$ cat src/rtl/la_debounce.sv
// Glitch filter + edge detector: out follows in after HOLD tick-qualified cycles.
// Latency HOLD+1 edges at tick=1; no backpressure, all outputs registered.
module la_debounce #(
    parameter        PROP   = "DEFAULT",
    parameter int    HOLD   = 8,
    parameter bit    RSTVAL = 1'b0
) (
    input  logic clk,
    input  logic reset,
    input  logic tick,
    input  logic in,
    output logic out,
    output logic rise,
    output logic fall,
    output logic busy
);

    localparam int CW = (HOLD > 1) ? $clog2(HOLD) : 1;
    localparam logic [CW-1:0] CNT_LAST = CW'(HOLD - 1);

    typedef enum logic {
        STABLE = 1'b0,
        CHECK  = 1'b1
    } state_t;

    state_t          state_q, state_d;
    logic [CW-1:0]   cnt_q, cnt_d;
    logic            out_d, rise_d, fall_d, busy_d;

    always_ff @(posedge clk) begin
        if (reset) begin
            state_q <= STABLE;
            cnt_q   <= '0;
            out     <= RSTVAL;
            rise    <= 1'b0;
            fall    <= 1'b0;
            busy    <= 1'b0;
        end else begin
            state_q <= state_d;
            cnt_q   <= cnt_d;
            out     <= out_d;
            rise    <= rise_d;
            fall    <= fall_d;
            busy    <= busy_d;
        end
    end

    always_comb begin
        state_d = state_q;
        cnt_d   = cnt_q;
        out_d   = out;
        rise_d  = 1'b0;
        fall_d  = 1'b0;
        busy_d  = busy;
        case (state_q)
            STABLE: begin
                if (in != out) begin
                    state_d = CHECK;
                    cnt_d   = '0;
                    busy_d  = 1'b1;
                end
            end
            CHECK: begin
                // Rejection is tested before tick so a glitch on the commit edge never commits.
                if (in == out) begin
                    state_d = STABLE;
                    cnt_d   = '0;
                    busy_d  = 1'b0;
                end else if (tick) begin
                    if (cnt_q == CNT_LAST) begin
                        out_d   = ~out;
                        rise_d  = ~out;
                        fall_d  = out;
                        state_d = STABLE;
                        cnt_d   = '0;
                        busy_d  = 1'b0;
                    end else begin
                        cnt_d = cnt_q + 1'b1;
                    end
                end
            end
            default: begin
                state_d = STABLE;
                cnt_d   = '0;
                busy_d  = 1'b0;
            end
        endcase
    end

endmodule

$ cat config.mk
export PLATFORM = sky130hd
export DESIGN_NAME = la_debounce
export DESIGN_NICKNAME = d
export VERILOG_FILES = /design/src/rtl/la_debounce.sv
export SDC_FILE = /design/constraint.sdc
export NUM_CORES = 1
export LEC_CHECK = 0
export ABC_CLOCK_PERIOD_IN_PS = 2300
export CAP_MARGIN = 30
export CORE_AREA = 8 8 45 47
export CTS_BUF_LIST = sky130_fd_sc_hd__clkbuf_4 sky130_fd_sc_hd__clkbuf_8 sky130_fd_sc_hd__clkbuf_16
export CTS_CLUSTER_SIZE = 20
export DETAILED_ROUTE_END_ITERATION = 12
export DIE_AREA = 0 0 53 55
export REMOVE_ABC_BUFFERS = 1
export SLEW_MARGIN = 20
export SYNTH_ARGS = -nofsm -noshare
export SYNTH_HDL_FRONTEND = slang
export SYNTH_SLANG_ARGS = --single-unit
export TNS_END_PERCENT = 50
$ cat constraint.sdc
create_clock -name clk -period 2.3 [get_ports clk]
set_input_delay 0.23 -clock clk [delete_from_list [all_inputs] [get_ports clk]]
set_output_delay 0.23 -clock clk [all_outputs]
set_load 0.01 [all_outputs]
---- Word level (Yosys, flattened, before mapping) ----
Index checks and enable logic that the tools add are counted.
storage, ports and cells
  word-level logic and storage cells ...... 37
  output and inout bits ................... 4
  bits of input ports ..................... 4
  flip-flop bits (word level) ............. 8
cells by class
  bitwise operators ....................... 5
  $add $sub $neg .......................... 1
  reduce and logical (&&, ||, !) cells .... 4
  multiplexer cells ....................... 15
  equality and inequality tests ........... 6
operators with widths
  operator                                        count
  two-way mux 3 bit                               4
  two-way mux 1 bit                               8
  one-hot mux 3 bit (2 select lines)              1
  NOT 1 bit                                       5
  OR reduction 5 bit                              1
  one-hot mux 1 bit (2 select lines)              2
  AND reduction 4 bit                             1
  adder 3 x 1 -> 3 bit (second input constant)    1
  equality test 3 bit (second input constant)     1
  != test 3 x 1 -> 1 bit (second input constant)  1
  != test 3 x 2 -> 1 bit (second input constant)  1
  AND reduction 3 bit                             1
  != test 2 bit (second input constant)           1
  AND reduction 2 bit                             1
  equality test 1 bit                             1
  != test 1 bit                                   1

---- Logic depth before layout (Yosys ltp) ----
  depth after elaboration ................. 5
  gate-level depth with buffers ........... 5
  gate-level depth less buffers ........... 5

---- Worst setup path before layout ----
Ideal clock, no wire load.
  path type ............................... flip-flop to flip-flop
  start point ............................. reg out
  end point ............................... reg cnt_q[2]
  period minus slack after synthesis ...... 1291 ps
  data required time ...................... 2205 ps
  path buffers ............................ 1
  cell stages (with the launch flop) ...... 5
  setup time .............................. 95 ps
  path slack .............................. 1009 ps
  arrival time ............................ 1196 ps
  cells stage by stage .................... dfxtp_1 > xor2_1 > buf_6 > or4b_1 > o311ai_1
between the ends
  word-level cells in the longest chain between the ends .. 3
  elaborated cells between the ends (all ways) .. 7
  those cells by class .................... eq/ne (4); mux (2); reduce/logical (1)
ends and longest elaborated chain
  what                                                                              line    source
  from (decl)                                                                       12      output logic out,
  from (signal assigned)                                                            41      out <= out_d;
  equality test 1 bit / != test 1 bit (equally long branches)                       65, 57
  two-way mux 3 bit, or another cell as far along                                   65      if (in == out) begin
  one-hot mux 3 bit (2 select lines) / AND reduction 2 bit (equally long branches)  -
  to (signal assigned)                                                              40      cnt_q <= cnt_d;
  to (decl)                                                                         27      logic [CW-1:0] cnt_q, cnt_d;
Several ways; a longest one is shown, not always the timed one.
A chain may end at the register's enable or synchronous reset.

---- Final worst setup path ----
  start point ............................. reg out
  end point ............................... out out
No word-level cell between the ends.

==> results.ini <==
[timing]
worstMarginPinSlew_ns=0.4609
hold_viol_final=0
fmax_ghz=0.6876
fin_skew_ns=0.004695
min_period_ns=1.454
period_share_pct=63.23
fin_ws_ns=0.8458
setup_viol=0
relSlewSlack_pct=69.18
slew_violations=0
rsz0062_at_grt=false
fin_setup_tns_ns=0

[global_route]
grt_pass1_wl_mm=1.297
antenna_found_initial=0
grt_overflow=0
grt_pass1_vias=321
grt_start_max_net_pins=13
grtUsageTotal_pct=6.236

[critical_path]
slowest_delay_ns=0.57
cp-start-kind=register
worstSetupPathType=register to primary output
startpoint=out
critical_path.cell_chain=clkdlybuf4s50_1
timing.critical_path.max_delay_family=buffers and inverters
required_ns=2.07
slowest_stage=clkdlybuf4s50_1
critPathArrivalTime_ns=1.22
path_buf_inv=1
r2r-end=out
path_max_fanout=5
r2r_start=cnt_q[0]
endpoint_kind=primary output
r2r_cells=5
setup.reg_to_reg.worst_slack_ns=0.95

[clock_network]
cts_hold_buffers=0
cts.clk_slew.worst_paths_ns=0.06
clock-root-buffer=clkbuf_4
cts_resized=0
cts.sinks=8
cts_setup_buffers=0
cts_htree_levels=1
cts_buffer_depth=2
numCtsBuffers=3
cts_tree=yes
clock_latency_ns=0.25

[synth]
netlist_top_cells_area=dfxtp_1, ha_1, or4b_1, nand4_1, nor2_1
synth_edf_count=0
yosys.area.top_type=dfxtp_1
yosys.cell_types.count=22
syn_avg_cell_area_um2=9.652
synth_flop_cell=dfxtp_1
synthCells=42
ys_warn_count=0
syn_area_um2=405.4
ys_seq_area_share_pct=39.51
ys_seq_elements=8
synth_top_area_share_pct=39.51
async_reset_ff_share_pct=0

[layout]
area_delta_synth_final_pct=24.69
layout-drive-gt1-share_pct=16.00
final_common_cell=dfxtp_1
fin_nets=58
antenna_cells=0
mostFrequentLayoutCells=dfxtp_1, clkdlybuf4s50_1, nor2_1

[min_path]
holdPathEnd=rise
worstHoldPathType=register to register
hold_start=out
min_path_cells=1

[die]
die_w_um=53
core_region_area_mm2=0.001384
placementRows=14
die_area_mm2=0.002915
initial_utilization_pct=29.29
boundaryPins=8
die_h_um=55

[placement]
gp_congestion=0.7103
post-place-ws_ns=0.6055
numPortBuffers=7
dp_hpwl_um=621.5

[routing]
first_pass_iters=4
drt-total-wl_um=859
wl_per_cell_um=13.02
drc_errors=0
ant_nets=0
viasPerCell=5.470
num_vias=361
drt-initial-drc-count=1

[flow_run]
drv_cap=0

[power_and_ir_drop]
peakVddDrop_v=0.0001608
cellLeakagePower_uw=0.0001935
power_density_mw_per_mm2=548.7

[run_status]
status=completed

-- layout make-up --
cell class              instances  area [um2]
inverters                       2       7.507
multi-input cells              29       217.7
fillers                       143       878.3
repair buffers                  8       77.57
clock buffers                   3       22.52
flip-flops and latches          8       160.2
well taps                      16       20.02
-- cells in the mapped netlist (2+ instances only) --
| master | count |
|---|---|
| nand4_1 | 3 |
| nand2_1 | 3 |
| nor2_1 | 5 |
| nor4b_1 | 2 |
| nand3_1 | 2 |
| dfxtp_1 | 8 |
| or4b_1 | 2 |
| ha_1 | 2 |
| inv_1 | 2 |
-- sequential cells by signal, summed over array words and instances, names as in the netlist --
name	flops
busy	1
cnt_q	3
fall	1
out	1
rise	1
state_q	1
-- where the power goes --
part / leakage [uW] / total, uW / switching (uW) / internal [uW]
Clock: 0.0000138 / 106 / 46.6 / 59.7
Sequential: 0.0000650 / 145 / 4.00 / 141
Combinational: 0.000115 / 25.7 / 13.1 / 12.6
-- through the flow --
step | cells | cell area, um2 | total power [uW] | hold WS [ns] | util [%]
2_1_floorplan | 39 | 385.4 | 158.0 | 0.2989 | -
3_3_place_gp | 63 | 483.0 | 173.7 | 0.5051 | 34.90
3_5_place_dp | 63 | 483.0 | 173.7 | 0.5170 | 34.90
4_1_cts | 66 | 505.5 | 280.1 | 0.5371 | 36.53
5_1_grt | 66 | 505.5 | 290.8 | 0.5611 | 36.53
6_report | 66 | 505.5 | 277.4 | 0.5350 | 36.53
-- per-layer routing --
layer  track usage, %  share of wire (%)  up-vias
met3            1.872                6.2        6
met4            7.759                3.1        0
met5                0                  0        -
met2            10.74                 51       17
met1            5.183                 40      166
li1                 -                  -      172
-- worst max path at each step --
stage / to / slack [ns] / depth (start not counted)
2_1_floorplan: busy / 0.87 / 3
3_3_place_gp: cnt_q[1] / 0.60 / 5
3_5_place_dp: cnt_q[1] / 0.61 / 5
4_1_cts: out / 0.83 / 1
5_1_grt: out / 0.77 / 1
6_report: out / 0.85 / 1
-- cell families after synthesis --
group	count (synthesis)	share of synthesized area, %
adder cells (fa/ha/maj)	2	6.172
flip-flops	8	39.51
XOR/XNOR	1	2.161
buffers and inverters	5	6.789
AO/OA/AOI/OAI	4	11.11
multiplexers	1	2.469
AND/OR/NAND/NOR	21	31.79
Note: power is estimated with default switching activity, not from simulation.
